===== config.mk =====
export PLATFORM = sky130hd
export DESIGN_NAME = alu_exec_flat
export DESIGN_NICKNAME = d
export VERILOG_FILES = /design/src/rtl/alu_exec_pkg.sv /design/src/rtl/alu_exec_if.sv /design/src/rtl/alu_exec_decode.sv /design/src/rtl/alu_exec.sv /design/src/flat_wrapper.sv
export SDC_FILE = /design/constraint.sdc
export NUM_CORES = 1
export LEC_CHECK = 0
export ABC_AREA = 1
export ABC_CLOCK_PERIOD_IN_PS = 4770
export CAP_MARGIN = 20
export CORE_ASPECT_RATIO = 1.1
export CORE_MARGIN = 2
export CORE_UTILIZATION = 53
export DETAILED_ROUTE_END_ITERATION = 10
export HOLD_SLACK_MARGIN = 0.15
export PLACE_DENSITY = 0.83
export SYNTH_ARGS = -nofsm -noshare
export SYNTH_HDL_FRONTEND = slang
export SYNTH_SLANG_ARGS = --single-unit

===== constraint.sdc =====
create_clock -name clk -period 4.77 [get_ports clk]
set_clock_uncertainty 0.2 [all_clocks]
set_input_delay 0.954 -clock clk [delete_from_list [all_inputs] [get_ports clk]]
set_output_delay 0.954 -clock clk [all_outputs]
set_load 0.02 [all_outputs]

===== src/rtl/alu_exec_pkg.sv =====
// Shared types for the accumulator-core execute stage: ALU op codes and instruction classes.
// Optional feature macro: ALU_EXEC_ZERO_FLAG_EN (adds the registered zero flag).
package alu_exec_pkg;

    typedef enum logic [3:0] {
        OP_PASSW = 4'b0000,
        OP_CLR   = 4'b0001,
        OP_SUB   = 4'b0010,
        OP_DEC   = 4'b0011,
        OP_IOR   = 4'b0100,
        OP_AND   = 4'b0101,
        OP_XOR   = 4'b0110,
        OP_ADD   = 4'b0111,
        OP_MOV   = 4'b1000,
        OP_COM   = 4'b1001,
        OP_INC   = 4'b1010,
        OP_BCF   = 4'b1011,
        OP_RRF   = 4'b1100,
        OP_RLF   = 4'b1101,
        OP_SWAP  = 4'b1110,
        OP_BSF   = 4'b1111
    } op_e;

    localparam logic [1:0] CLASS_BYTE = 2'b00;
    localparam logic [1:0] CLASS_BIT  = 2'b01;
    localparam logic [1:0] CLASS_RSVD = 2'b10;
    localparam logic [1:0] CLASS_LIT  = 2'b11;

    // True for ops whose result updates the zero flag (when that flag is built).
    function automatic logic op_writes_zero(input op_e op);
        case (op)
            OP_PASSW, OP_BCF, OP_BSF, OP_RRF, OP_RLF: return 1'b0;
            default:                                  return 1'b1;
        endcase
    endfunction

endpackage


===== src/rtl/alu_exec_if.sv =====
// Operand/result bundle between fetch/W-register logic (master) and alu_exec (slave).
// Carries the zero flag only when ALU_EXEC_ZERO_FLAG_EN is defined.
interface alu_exec_if;
    logic [7:0] inst_reg;
    logic [7:0] f;
    logic [7:0] k;
    logic [7:0] w;
    logic [3:0] inst;
    logic       d;
    logic [2:0] bit_number;
    logic       switch_a_m;
    logic [7:0] b;
    logic [7:0] ans;
    logic       carry;
`ifdef ALU_EXEC_ZERO_FLAG_EN
    logic       zero;
`endif

    modport master (
        output inst_reg, f, k, w,
        input  inst, d, bit_number, switch_a_m, b, ans, carry
`ifdef ALU_EXEC_ZERO_FLAG_EN
        , input zero
`endif
    );

    modport slave (
        input  inst_reg, f, k, w,
        output inst, d, bit_number, switch_a_m, b, ans, carry
`ifdef ALU_EXEC_ZERO_FLAG_EN
        , output zero
`endif
    );
endinterface


===== src/rtl/alu_exec_decode.sv =====
// Combinational instruction decoder: inst_reg -> ALU op, destination, bit index, B-operand select.
import alu_exec_pkg::*;

module alu_exec_decode (
    input  logic [7:0] inst_reg,
    output op_e        inst,
    output logic       d,
    output logic [2:0] bit_number,
    output logic       switch_a_m
);

    logic unused_bit0;
    assign unused_bit0 = inst_reg[0];

    assign bit_number = inst_reg[3:1];

    always_comb begin
        inst       = OP_PASSW;
        d          = 1'b0;
        switch_a_m = 1'b0;
        case (inst_reg[7:6])
            CLASS_BYTE: begin
                d = inst_reg[1];
                // Two byte-op encodings alias onto DEC/INC rather than the bit-op codes.
                case (inst_reg[5:2])
                    4'b1011: inst = OP_DEC;
                    4'b1111: inst = OP_INC;
                    default: inst = op_e'(inst_reg[5:2]);
                endcase
            end
            CLASS_BIT: begin
                d = 1'b1;
                case (inst_reg[5:4])
                    2'b00:   inst = OP_BCF;
                    2'b01:   inst = OP_BSF;
                    default: inst = OP_MOV;
                endcase
            end
            CLASS_LIT: begin
                switch_a_m = 1'b1;
                casez (inst_reg[5:2])
                    4'b00??: inst = OP_MOV;
                    4'b1000: inst = OP_IOR;
                    4'b1001: inst = OP_AND;
                    4'b1010: inst = OP_XOR;
                    4'b110?: inst = OP_SUB;
                    4'b111?: inst = OP_ADD;
                    default: inst = OP_MOV;
                endcase
            end
            default: begin
                inst = OP_PASSW;
            end
        endcase
    end

endmodule


===== src/rtl/alu_exec.sv =====
// Execute stage of the 8-bit W core: decode, B-operand mux, ALU and carry flag.
// ALU_EXEC_ZERO_FLAG_EN adds a registered zero flag on the bus.
import alu_exec_pkg::*;

module alu_exec (
    input  logic        clk,
    input  logic        reset,
    alu_exec_if.slave   bus
);

    op_e        op;
    logic       d;
    logic [2:0] bit_number;
    logic       switch_a_m;
    logic [7:0] a;
    logic [7:0] b;
    logic [7:0] mask;
    logic [8:0] sum9;
    logic [8:0] diff9;
    logic [7:0] res;
    logic [7:0] ans;
    logic       carry_d;
    logic       carry_q;

    alu_exec_decode u_decode (
        .inst_reg   (bus.inst_reg),
        .inst       (op),
        .d          (d),
        .bit_number (bit_number),
        .switch_a_m (switch_a_m)
    );

    assign a     = bus.w;
    assign b     = switch_a_m ? bus.k : bus.f;
    assign mask  = 8'b0000_0001 << bit_number;
    assign sum9  = {1'b0, a} + {1'b0, b};
    assign diff9 = {1'b0, b} - {1'b0, a};

    always_comb begin
        res     = '0;
        carry_d = carry_q;
        case (op)
            OP_PASSW: res = a;
            OP_CLR:   res = '0;
            OP_SUB: begin
                res     = diff9[7:0];
                carry_d = ~diff9[8];
            end
            OP_DEC:   res = b - 8'd1;
            OP_IOR:   res = a | b;
            OP_AND:   res = a & b;
            OP_XOR:   res = a ^ b;
            OP_ADD: begin
                res     = sum9[7:0];
                carry_d = sum9[8];
            end
            OP_MOV:   res = b;
            OP_COM:   res = ~b;
            OP_INC:   res = b + 8'd1;
            OP_BCF:   res = b & ~mask;
            OP_RRF: begin
                res     = {carry_q, b[7:1]};
                carry_d = b[0];
            end
            OP_RLF: begin
                res     = {b[6:0], carry_q};
                carry_d = b[7];
            end
            OP_SWAP:  res = {b[3:0], b[7:4]};
            OP_BSF:   res = b | mask;
            default:  res = '0;
        endcase
    end

    assign ans = reset ? '0 : res;

    always_ff @(posedge clk) begin
        if (reset) carry_q <= 1'b0;
        else       carry_q <= carry_d;
    end

`ifdef ALU_EXEC_ZERO_FLAG_EN
    logic zero_d;
    logic zero_q;

    always_comb begin
        zero_d = zero_q;
        if (op_writes_zero(op)) zero_d = (ans == 8'h00);
    end

    always_ff @(posedge clk) begin
        if (reset) zero_q <= 1'b0;
        else       zero_q <= zero_d;
    end

    assign bus.zero = zero_q;
`endif

    assign bus.inst       = op;
    assign bus.d          = d;
    assign bus.bit_number = bit_number;
    assign bus.switch_a_m = switch_a_m;
    assign bus.b          = b;
    assign bus.ans        = ans;
    assign bus.carry      = carry_q;

endmodule


===== src/flat_wrapper.sv =====
// flat-port wrapper written by rule: the top's interface ports become plain ports
module alu_exec_flat 
  (clk, reset, bus_inst_reg, bus_f, bus_k, bus_w, bus_inst, bus_d, bus_bit_number, bus_switch_a_m, bus_b, bus_ans, bus_carry);
  alu_exec_if bus_i ();
  input  logic clk;
  input  logic reset;
  input wire logic [$bits(bus_i.inst_reg)-1:0] bus_inst_reg;
  input wire logic [$bits(bus_i.f)-1:0] bus_f;
  input wire logic [$bits(bus_i.k)-1:0] bus_k;
  input wire logic [$bits(bus_i.w)-1:0] bus_w;
  output wire logic [$bits(bus_i.inst)-1:0] bus_inst;
  output wire logic [$bits(bus_i.d)-1:0] bus_d;
  output wire logic [$bits(bus_i.bit_number)-1:0] bus_bit_number;
  output wire logic [$bits(bus_i.switch_a_m)-1:0] bus_switch_a_m;
  output wire logic [$bits(bus_i.b)-1:0] bus_b;
  output wire logic [$bits(bus_i.ans)-1:0] bus_ans;
  output wire logic [$bits(bus_i.carry)-1:0] bus_carry;
  assign bus_i.inst_reg = bus_inst_reg;
  assign bus_i.f = bus_f;
  assign bus_i.k = bus_k;
  assign bus_i.w = bus_w;
  assign bus_inst = bus_i.inst;
  assign bus_d = bus_i.d;
  assign bus_bit_number = bus_i.bit_number;
  assign bus_switch_a_m = bus_i.switch_a_m;
  assign bus_b = bus_i.b;
  assign bus_ans = bus_i.ans;
  assign bus_carry = bus_i.carry;
  alu_exec u_core (.clk(clk), .reset(reset), .bus(bus_i));
endmodule

==> impl_metrics.py, run 1 <==
metrics = {
    "worst_setup_path": {
        "crit_family": "simple AND/OR/NAND/NOR gates",
        "critPathKind": "primary input to output pin",
        "critPathLaunchType": "primary input",
        "critPathCapture": "bus_ans[7]",
        "path_buf_inv": 6,
        "cp.arrival_ps": 3580,
        "critPathSlowestCell": "ha_4",
        "cp_slowest_stage_delay_ps": 280,
        "crit_chain": "clkdlybuf4s15_1, buf_6, inv_2, nand3_2, inv_2, nor2_4, nand2_4, nor2_8, nand2_8, buf_4, ha_4, nand2_1, o21ai_2, a21oi_2, nand3b_1, nand3_1, nand2_1, nor2_1, nor2_1, buf_2",
        "startpoint": "bus_inst_reg[7]",
        "cp.depth": 20,
        "critPathCaptureType": "output pin",
        "r2r_end": "u_core.bus.carry$_SDFFE_PP0P_",
        "r2r_slack_ps": 3810,
        "cp_data_required_time_ps": 3620,
        "reg2reg_depth": 2,
        "rr_startpoint": "u_core.bus.carry$_SDFFE_PP0P_",
        "path_max_fanout": 8,
    },
    "route": {
        "totalWireLength_um": 13100,
        "wire_per_inst_um": 17.8,
        "ant_nets": 0,
        "firstDrtPassIters": 6,
        "avgViaCountPerCell": 6.15,
        "drc": 0,
        "vias": 4501,
        "drtIter0Drc": 693,
    },
    "synth": {
        "synth_area_leader_cell": "nand2_1",
        "synth-compound-area-share_pct": 15.6,
        "synth_ff_type": "dfxtp_1",
        "synth_top_area_share_pct": 19.6,
        "synth-edff-count": 0,
        "syn_area_mm2": 0.00273,
        "synth_area_leaders": "nand2_1 (20%), nand3_1 (12%), ha_1 (10%)",
        "synth-simple-area-share_pct": 56.2,
        "ys_types": 38,
        "ys_ff_latch": 1,
        "synth-xor-area-share_pct": 2.24,
        "synthCells": 521,
        "ys_seq_area_share_pct": 0.732,
        "synth_fa_ha_area_share_pct": 12.3,
        "yosysWarnings": 0,
        "synthesis.nets": 580,
        "async_flop_share_pct": 0,
        "synth_top_family_by_area": "simple AND/OR/NAND/NOR gates",
        "synth_mux_area_share_pct": 0,
        "post_synth.cell_area_avg_um2": 5.25,
    },
    "power_and_ir_drop": {
        "pwr-share-seq_pct": 1.7,
        "p_per_area_mw_per_mm2": 153,
        "power.switching_w": 0.000371,
        "p_leak_nw": 2.26,
        "power_w": 0.000669,
        "peakVddDrop_mv": 0.125,
        "internal_power_w": 0.000298,
        "swShare_pct": 55.5,
        "p_comb_share_pct": 98.3,
        "pwr-share-clk_pct": 0,
    },
    "final_layout": {
        "area_delta_synth_final_pct": 60.3,
        "final_cell_mix": "nand2_1 (137), buf_4 (107), nand3_1 (56)",
        "final_nets": 735,
        "drive_above_1_share_pct": 33.5,
        "antenna_cells": 0,
        "final_common_cell": "nand2_1",
        "final_cells": 732,
        "largest_reg_flops": 1,
    },
    "sta": {
        "tightestPinTransition_ps": 367,
        "drv_slew": 0,
        "finalSetupViolations": 0,
        "fmax_mhz": 211,
        "min_period_over_period_pct": 99.2,
        "slew_headroom_pct": 75.5,
        "hold_viol_final": 0,
        "layout_min_cycle_time_ps": 4730,
        "rsz0062_at_grt": "true",
    },
    "floorplan": {
        "rows": 27,
        "die_x_um": 72.5,
        "start_util_pct": 54.7,
        "fp.coreArea_mm2": 0.00500,
        "pin_count": 60,
        "dieArea_mm2": 0.00575,
        "die_y_um": 79.3,
    },
    "grt": {
        "grtUsageTotal_pct": 42.5,
        "grtUsageMet3_pct": 4.44,
        "grt_pass1_vias": 4252,
        "met1_usage_pct": 49.1,
        "use_met2_pct": 75.9,
        "grt_max_degree": 13,
        "grt_pass1_wl_um": 19500,
        "grt_overflow": 0,
        "top_usage_layer": "met2",
        "grt_antenna_before_repair": 0,
    },
    "clock_network": {
        "clk_pin_slew_ps": 0,
        "cts_hold_buf": 0,
        "clkLatencyLatePin_ps": 0,
    },
    "place": {
        "place_hpwl_um": 9370,
        "io_buffers": 58,
        "placed_cells": 726,
        "gp_congestion": 1.05,
    },
    "hold_path": {
        "hp-class": "register to register",
    },
    "job": {
        "drv_cap": 0,
    },
    "status": {
        "status": "finished clean",
    },
}
area by class of cell:
type                            count  area [µm²]
Timing Repair Buffer              169        1400
Multi-Input combinational cell    434        2620
Fill cell                         286         617
Inverter                           70         269
Sequential cell                     1        20.0
Tap cell                           58        72.6
through the flow:
stage	setup WS, ps	hold slack [ps]	utilization, %	TNS (ps)	cell area (µm²)
6_report	35.9	472	87.7	0	4380
5_1_grt	-91.4	494	87.7	-173	4380
4_1_cts	16.4	455	84.4	0	4220
3_5_place_dp	-685	448	81.9	-3810	4100
3_3_place_gp	-603	456	81.9	-3210	4100
2_1_floorplan	35.7	463	-	0	2730
cells by family after synthesis:
group | count (synthesis)
buffers and inverters | 86
XOR/XNOR | 7
adder cells (fa/ha/maj) | 25
flip-flops | 1
AO/OA/AOI/OAI | 75
AND/OR/NAND/NOR | 327
worst reg2reg max path, delay by kind of cell, from the launching register on:
| family | cells | cell delay (ps) |
|---|---|---|
| DFF | 1 | 430 |
| AOI/OAI and AO/OA | 2 | 250 |
worst min path at each step:
| stage | start | slack, ps | endpoint | cells after the start |
|---|---|---|---|---|
| after floorplan | u_core.bus.carry$_SDFFE_PP0P_ | 460 | u_core.bus.carry$_SDFFE_PP0P_ | 2 |
| after global placement | u_core.bus.carry$_SDFFE_PP0P_ | 460 | u_core.bus.carry$_SDFFE_PP0P_ | 2 |
| after detailed placement | u_core.bus.carry$_SDFFE_PP0P_ | 450 | u_core.bus.carry$_SDFFE_PP0P_ | 2 |
| after CTS | u_core.bus.carry$_SDFFE_PP0P_ | 450 | u_core.bus.carry$_SDFFE_PP0P_ | 2 |
| after global routing | u_core.bus.carry$_SDFFE_PP0P_ | 490 | u_core.bus.carry$_SDFFE_PP0P_ | 2 |
| final | u_core.bus.carry$_SDFFE_PP0P_ | 470 | u_core.bus.carry$_SDFFE_PP0P_ | 2 |
cells in the mapped netlist (6+ instances only):
cell     instances
inv_2           12
nand2_2          9
nor2_1          57
nand3_1         64
nand2_1        143
inv_1           58
nand4_1         14
o21ai_1          7
o21ai_0         22
nor2_2          10
ha_1            22
a21oi_1         26
or2_2            7
nor3_1           6
nor2_4           7
repair_timing:
action / 4_1_cts / 5_1_grt
setup endpoints to repair: 8 / 8
cloned: 0 / 0
resized for setup: 50 / 61
pin swaps: 8 / 20
buffers inserted: 3 / 3
power groups by stage:
stage,Sequential (W),Combinational (W),Clock [W]
finish,0.0000111,0.000658,0
global placement,0.0000108,0.000560,0
detailed placement,0.0000107,0.000575,0
CTS,0.0000108,0.000593,0
global route,0.0000109,0.000702,0
floorplan,0.0000112,0.000316,0
routing by layer:
layer  wire (µm)  part of all wire (%)  vias up
li1            -                     -     2011
met1        4620                    35     2007
met2        6240                    48      371
met3        1240                   9.5      112
met4         970                   7.4        0
met5           0                     0        -
(Power assumes the default switching activity.)
==> run 2, diff against run 1 <==
--- a/config.mk
+++ b/config.mk
@@ -8,7 +8,7 @@
 export ABC_AREA = 1
 export ABC_CLOCK_PERIOD_IN_PS = 4770
 export CAP_MARGIN = 20
-export CORE_ASPECT_RATIO = 1.1
+export CORE_ASPECT_RATIO = 0.8
 export CORE_MARGIN = 2
 export CORE_UTILIZATION = 53
 export DETAILED_ROUTE_END_ITERATION = 10
==> impl_metrics.py, run 2 (synthesis gave the netlist of run 1 again) <==
metrics = {
    "final_layout": {
        "final_common_cell": "nand2_1",
        "final_cell_mix": "nand2_1 (138), buf_4 (113), nand3_1 (58)",
        "area_delta_synth_final_pct": 61.0,
        "antenna_cells": 0,
        "stdcell_area_mm2": 0.00440,
        "fin_util_pct": 88.4,
        "fill_cells": 252,
        "largest_reg_flops": 1,
        "drive_above_1_share_pct": 33.3,
        "final_nets": 737,
    },
    "worst_setup_path": {
        "cp.depth": 20,
        "r2r_slack_ps": 3820,
        "path_max_fanout": 7,
        "critPathKind": "primary input to output pin",
        "critPathSlowestCell": "ha_4",
        "cp.arrival_ps": 3770,
        "r2r_end": "u_core.bus.carry$_SDFFE_PP0P_",
        "critPathCaptureType": "output pin",
        "cp_slowest_stage_delay_ps": 310,
        "reg2reg_depth": 2,
        "path_buf_inv": 6,
        "critPathLaunchType": "primary input",
        "rr_startpoint": "u_core.bus.carry$_SDFFE_PP0P_",
        "cp_data_required_time_ps": 3620,
        "crit_family": "simple AND/OR/NAND/NOR gates",
        "crit_chain": "clkbuf_2, buf_4, nand3_2, inv_2, nor2_4, nand2_4, nor2_8, nand2_8, ha_4, nand2_1, inv_1, nand3_1, o21ai_1, xnor2_1, nor2_1, nor2_1, nand3_1, nand2_1, inv_1, buf_4",
    },
    "floorplan": {
        "die_y_um": 68.2,
        "dieArea_mm2": 0.00575,
        "start_util_pct": 54.9,
        "pin_count": 60,
        "rows": 23,
        "die_x_um": 84.3,
        "fp.coreArea_mm2": 0.00498,
    },
    "power_and_ir_drop": {
        "peakVddDrop_mv": 0.117,
        "p_per_area_mw_per_mm2": 162,
        "p_leak_nw": 2.25,
        "power_w": 0.000714,
    },
    "grt": {
        "grt_max_degree": 14,
        "grt_pass1_vias": 3967,
        "grt_overflow": 0,
        "met1_usage_pct": 51.5,
        "grt_pass1_wl_um": 19000,
        "grt_antenna_before_repair": 0,
        "grtUsageTotal_pct": 41.5,
        "top_usage_layer": "met2",
        "use_met2_pct": 67.2,
        "grtUsageMet3_pct": 11.5,
    },
    "hold_path": {
        "hold_depth": 2,
        "min_from": "u_core.bus.carry$_SDFFE_PP0P_",
        "hp-class": "register to register",
        "min_to": "u_core.bus.carry$_SDFFE_PP0P_",
    },
    "route": {
        "vias": 4837,
        "wire_per_inst_um": 20.4,
        "drc": 54,
        "ant_nets": 0,
        "firstDrtPassIters": 11,
        "drtIter0Drc": 972,
        "avgViaCountPerCell": 6.55,
        "totalWireLength_um": 15100,
    },
    "clock_network": {
        "clkLatencyLatePin_ps": 0,
        "cts_hold_buf": 0,
        "clk_pin_slew_ps": 0,
    },
    "sta": {
        "tightestPinTransition_ps": 384,
        "fmax_mhz": 203,
        "finalSetupViolations": 3,
        "fin_ws_ps": -154,
        "slew_headroom_pct": 74.4,
        "layout_min_cycle_time_ps": 4920,
        "hold_viol_final": 0,
        "drv_slew": 0,
        "min_period_over_period_pct": 103,
        "fin_tns_setup_ps": -277,
    },
    "place": {
        "io_buffers": 58,
        "place_hpwl_um": 9360,
        "place_area_mm2": 0.00409,
        "gp_congestion": 1.06,
    },
    "status": {
        "violations": "design-rule violations, negative setup slack",
        "status": "complete, but fails checks",
    },
    "job": {
        "drv_cap": 0,
    },
}
## run 2: worst max-delay path by stage
| stage | startpoint | end |
|---|---|---|
| CTS | bus_inst_reg[6] | bus_ans[7] |
| finish | bus_inst_reg[6] | bus_ans[5] |
| detailed placement | bus_inst_reg[6] | bus_ans[7] |
| floorplan | bus_inst_reg[7] | bus_ans[7] |
| global route | bus_inst_reg[6] | bus_ans[5] |
| global placement | bus_inst_reg[3] | bus_ans[5] |
## run 2: worst reg2reg max path, delay by kind of cell, from the launching register on
family	cells	cell delay (ps)
AO/OA/AOI/OAI	2	280
flip-flops	1	340
## run 2: final cells by class
type	count	area [µm²]	share of cell area [%]
inverters	70	269	6.11
multi-input cells	434	2630	59.7
flip-flops and latches	1	20.0	0.455
well taps	62	77.6	1.76
repair buffers	171	1410	32.0
## run 2: through the flow
step	hold WS (ps)	setup WS, ps	instances
2_1_floorplan	463	35.7	521
3_3_place_gp	431	-644	728
3_5_place_dp	449	-756	728
4_1_cts	448	73.0	732
5_1_grt	475	-185	738
6_report	461	-154	738
## run 2: per-layer routing
layer / up-vias / routed length, µm
li1: 2010 / -
met1: 2055 / 4900
met2: 554 / 6070
met3: 218 / 2550
met4: 0 / 1560
met5: - / 0
## run 2: power by group
part           switching, W  internal, W
logic              0.000407     0.000296
registers        0.00000137   0.00000941
clock network             0            0
## run 2: what timing repair did
action | in CTS | in global routing
gates cloned | 0 | 0
pin swaps | 7 | 28
setup buffers | 4 | 7
resized for setup | 59 | 56
setup endpoints to repair | 8 | 7
